### src/rtl/adder_pkg.sv
// Shared constants for the datapath adder primitive and its users.
package adder_pkg;

  localparam int ADDER_MAX_WIDTH     = 64;
  localparam int ADDER_DEFAULT_WIDTH = 1;

endpackage : adder_pkg

### src/rtl/fa_cell.sv
// One bit of the ripple chain: a purely combinational 1-bit full adder.
module fa_cell (
  input  logic a,
  input  logic b,
  input  logic carry_in,
  output logic sum,
  output logic carry_out
);

  assign sum       = a ^ b ^ carry_in;
  assign carry_out = (a & b) | (a & carry_in) | (b & carry_in);

endmodule : fa_cell

### src/rtl/full_adder.sv
// Registered WIDTH-bit ripple-carry adder with carry-in/out and a one-cycle valid strobe.
module full_adder
  import adder_pkg::*;
#(
  parameter int WIDTH = ADDER_DEFAULT_WIDTH
) (
  input  logic             clk,
  input  logic             rst,
  input  logic             in_valid,
  input  logic [WIDTH-1:0] a,
  input  logic [WIDTH-1:0] b,
  input  logic             carry_in,
  output logic [WIDTH-1:0] sum,
  output logic             carry_out,
  output logic             out_valid
);

  // Keep WIDTH inside the range the accelerator datapath is built for.
  localparam int EFF_WIDTH = (WIDTH > ADDER_MAX_WIDTH) ? ADDER_MAX_WIDTH : WIDTH;

  logic [EFF_WIDTH:0]   carry;
  logic [EFF_WIDTH-1:0] sum_comb;

  assign carry[0] = carry_in;

  for (genvar i = 0; i < EFF_WIDTH; i++) begin : g_chain
    fa_cell u_cell (
      .a         (a[i]),
      .b         (b[i]),
      .carry_in  (carry[i]),
      .sum       (sum_comb[i]),
      .carry_out (carry[i+1])
    );
  end

  // NOTE: registers are written with <= so every flop samples the pre-edge
  // values; blocking assignments here would create simulation races.
  always_ff @(posedge clk or posedge rst) begin
    if (rst) begin
      sum       <= '0;
      carry_out <= 1'b0;
      out_valid <= 1'b0;
    end else begin
      out_valid <= in_valid;
      // Without a new operand set the previous result is held.
      if (in_valid) begin
        sum       <= WIDTH'(sum_comb);
        carry_out <= carry[EFF_WIDTH];
      end
    end
  end

endmodule : full_adder

### config.mk
export PLATFORM = sky130hd
export DESIGN_NAME = full_adder
export DESIGN_NICKNAME = d
export VERILOG_FILES = /design/src/rtl/adder_pkg.sv /design/src/rtl/fa_cell.sv /design/src/rtl/full_adder.sv
export SDC_FILE = /design/constraint.sdc
export NUM_CORES = 1
export LEC_CHECK = 0
export CAP_MARGIN = 30
export CORE_AREA = 2 2 39 41
export DETAILED_ROUTE_END_ITERATION = 8
export DIE_AREA = 0 0 41 43
export PLACE_DENSITY = 0.36
export SYNTH_ARGS = -nofsm -noshare
export SYNTH_HDL_FRONTEND = slang
export SYNTH_SLANG_ARGS = --single-unit
### constraint.sdc
create_clock -name clk -period 2.48 [get_ports clk]
set_clock_uncertainty 0.1 [all_clocks]
set_input_delay 0.372 -clock clk [delete_from_list [all_inputs] [get_ports clk]]
set_output_delay 0.372 -clock clk [all_outputs]
set_load 0.1 [all_outputs]
### Word level (Yosys, flattened, before mapping)

Index checks and enable logic that the tools add are counted.

| word-level totals | value |
|---|---|
| register bits | 3 |
| input bits | 6 |
| output and inout bits | 3 |
| logic and storage cells | 10 |

| cells by class | value |
|---|---|
| bitwise operators | 7 |

Operator list:

| cell | count |
|---|---|
| $and 1x1->1 | 3 |
| $or 1x1->1 | 2 |
| $xor 1x1->1 | 2 |

### Logic depth before layout (Yosys ltp)

| logic depth | value |
|---|---|
| depth after elaboration | 3 |
| mapped depth | 2 |

### Hierarchy

A second synthesis with hierarchy kept.

| second synthesis, totals | value |
|---|---|
| cells, all modules | 7 |
| area total of the unflattened synthesis | 121.4 um^2 |

Modules (own cells, without submodules):

| module | area an instance (um^2) | cells an instance | instances | seq. area each (um^2) |
|---|---|---|---|---|
| full_adder | 101.3 | 6 | 1 | 75.1 |
| fa_cell | 20.0 | 1 | 1 | 0.0 |

### Least setup slack after synthesis

OpenSTA, ideal clock, no wires.

| path | value |
|---|---|
| kind | reg-to-output |
| start point | register carry_out |
| end point | output carry_out |
| slack | 1.113 ns |
| arrival time | 0.895 ns |
| stages on the path, launching flop included | 1 |
| buffers on the path | 0 |
| cell sequence | dfrtp_1 |

RTL lines:

| what | line | RTL |
|---|---|---|
| start: declaration | full_adder.sv:14 | `output logic carry_out,` |
| start signal: assignment | full_adder.sv:48 | `carry_out <= carry[EFF_WIDTH];` |

No word-level cell between the ends.

### Final worst setup path

| path | value |
|---|---|
| start point | input a |
| end point | register sum |

| between the ends | value |
|---|---|
| word-level cells in the longest chain between the ends | 2 |

RTL lines:

| what | line | RTL |
|---|---|---|
| start: declaration | full_adder.sv:10 | `input logic [WIDTH-1:0] a,` |
| $xor 1x1->1 (2 in a row) | fa_cell.sv:10 | `assign sum = a ^ b ^ carry_in;` |
| net g_chain[0].u_cell.sum | fa_cell.sv:6 | `output logic sum,` |
| end signal: assignment | full_adder.sv:47 | `sum <= WIDTH'(sum_comb);` |
| end: declaration | full_adder.sv:13 | `output logic [WIDTH-1:0] sum,` |

The timed path passes the listed nets, and every way through them passes these cells.
A chain may end at the register's enable or synchronous reset.

==> results.py <==
metrics = {
    "final_layout": {
        "multi_input_area_um2": 42.5,
        "instances_no_fill": 35,
        "nets": 27,
        "syn_to_final_growth_pct": 97.9,
        "num_antenna_cells": 0,
        "final_cell_mix": "clkdlybuf4s50_1, dfrtp_1, clkbuf_4, buf_4, mux2_2",
        "fill_cells": 155,
        "drive_above_1_share_pct": 42.1,
        "final_common_cell": "clkdlybuf4s50_1",
        "finish.instance_area_um2": 240,
        "seq_area_um2": 75.1,
    },
    "clock_network": {
        "clock-sinks": 3,
        "cts_buffers": 3,
        "post_cts_resized": 0,
        "postCtsHoldBufs": 0,
        "htree_levels": 1,
        "cts_root_buf": "clkbuf_4",
        "clock_latency_ns": 0.23,
        "post_cts_buffers": 0,
        "cts_tree": "yes",
        "clk_pin_slew_ns": 0.04,
        "clockBufferDepth": 2,
    },
    "worst_setup_path": {
        "cp.buffers_inverters": 1,
        "cp-startpoint": "a",
        "critPathKind": "input pin to register",
        "timing.rr.start": "carry_out",
        "r2r_slack_ns": 1.64,
        "cp_data_required_time_ns": 2.49,
        "arrival_ns": 1.56,
        "crit_path_start_kind": "input pin",
        "cpPeakStageDelay_ns": 0.48,
        "cp_cell_sequence": "clkdlybuf4s50_1 > fa_1 > mux2_2",
        "crit_slowest_cell": "fa_1",
        "critPathTopFamily": "adder cells",
        "crit_fanout": 1,
        "worst_setup_path_end_kind": "register",
    },
    "place": {
        "port_buffers": 8,
        "dp.cells": 31,
        "gp_congestion": 0.576,
        "placed_area_um2": 214,
    },
    "sta": {
        "drv_slew": 0,
        "post-route-period-util_pct": 62.3,
        "max_freq_mhz": 648,
        "rsz0062_at_grt": "false",
        "slew_headroom_pct": 81.5,
        "setup_tns_ns": 0,
        "whs_ns": 0.208,
        "tightest_slew_ns": 0.280,
        "finalCriticalPeriod_ns": 1.54,
        "final-hold-violation-count": 0,
        "finalSetupViolCount": 0,
    },
    "routing": {
        "drt-total-wl_um": 297,
        "vias": 105,
        "avgRoutedWirePerCell_um": 8.49,
        "dr.pass1.iters": 1,
        "drc": 0,
        "antenna_left": 0,
        "drt-initial-drc-count": 0,
        "routed_via_density": 3.00,
    },
    "yosys": {
        "synth_sequential_area_ratio_pct": 61.9,
        "synthesis.nets": 14,
        "ys_ff_latch": 3,
        "netlist_instances": 7,
        "syn_area_per_cell_um2": 17.3,
        "netlist_area_um2": 121,
        "yosysWarnings": 0,
        "synth.distinct_cells": 4,
    },
    "global_routing": {
        "antenna_found_initial": 0,
        "grt_overflow": 0,
        "grt_pass1_wl_um": 503,
        "grt_pass1_vias": 120,
        "grt.total_usage_pct": 5.53,
        "grt_max_degree": 4,
    },
    "run_status": {
        "outcome": "complete, no violations",
    },
    "floorplan": {
        "die_w_um": 41,
        "num_rows": 14,
        "dieArea_um2": 1760,
        "top_level_ports": 9,
        "core_region_area_um2": 1380,
        "die_y_um": 43,
        "start_util_pct": 8.77,
    },
    "pwr": {
        "total_power_mw": 0.215,
        "peakVddDrop_mv": 0.168,
        "p_leak_nw": 0.105,
        "power_density_nw_per_um2": 897,
    },
    "flow_run": {
        "maxCapViolations": 0,
    },
    "worst_hold_path": {
        "hp-class": "input pin to async pin",
    },
}
-- synth_stat cells --
| cell | n | area, um^2 |
|---|---|---|
| dfrtp_1 | 3 | 75.1 |
| mux2_2 | 2 | 22.5 |
| fa_1 | 1 | 20.0 |
| inv_1 | 1 | 3.75 |
-- stage by stage --
stage	setup slack, ns	utilization [%]
2_1_floorplan	1.11	-
3_3_place_gp	0.694	15.5
3_5_place_dp	0.686	15.5
4_1_cts	0.930	17.4
5_1_grt	0.892	17.4
6_report	0.936	17.4
-- state kept, by name, indices dropped and copies added, names as in the netlist --
| name | count |
|---|---|
| carry_out | 1 |
| out_valid | 1 |
| sum | 1 |
-- per-layer routing --
metal | share of wire, % | vias to the layer above | GRT usage, %
met5 | 0 | - | 0
met4 | 1.3 | 0 | 8.00
met3 | 26 | 2 | 7.33
met2 | 34 | 9 | 4.69
met1 | 39 | 48 | 4.53
li1 | - | 46 | -
-- worst paths after layout --
kind                        endpoint  cells past startpoint
min                              sum                      2
max                              sum                      3
min in group clk                 sum                      1
max reg2reg                carry_out                      1
min reg2reg                      sum                      1
max in group asynchronous  carry_out                      2
-- kinds of logic after synthesis --
| group | after synthesis | share of synthesized area [%] |
|---|---|---|
| buffers and inverters | 1 | 3.09 |
| adder cells (fa/ha/maj) | 1 | 16.5 |
| multiplexers | 2 | 18.6 |
| flip-flops | 3 | 61.9 |
-- report_power, final --
group	internal [mW]	total, mW	switching [mW]
clock network	0.0601	0.0832	0.0230
registers	0.0554	0.0580	0.00262
logic	0.0201	0.0743	0.0541
total	0.136	0.215	0.0798
-- final cells by class --
class	instances	share of cell area, %
timing repair buffer	8	30.2
multi-input combinational	3	17.7
sequential	3	31.3
inverter	1	1.56
clock buffer	4	10.9
tap	16	8.33
Note: power is estimated with default switching activity, not from simulation.
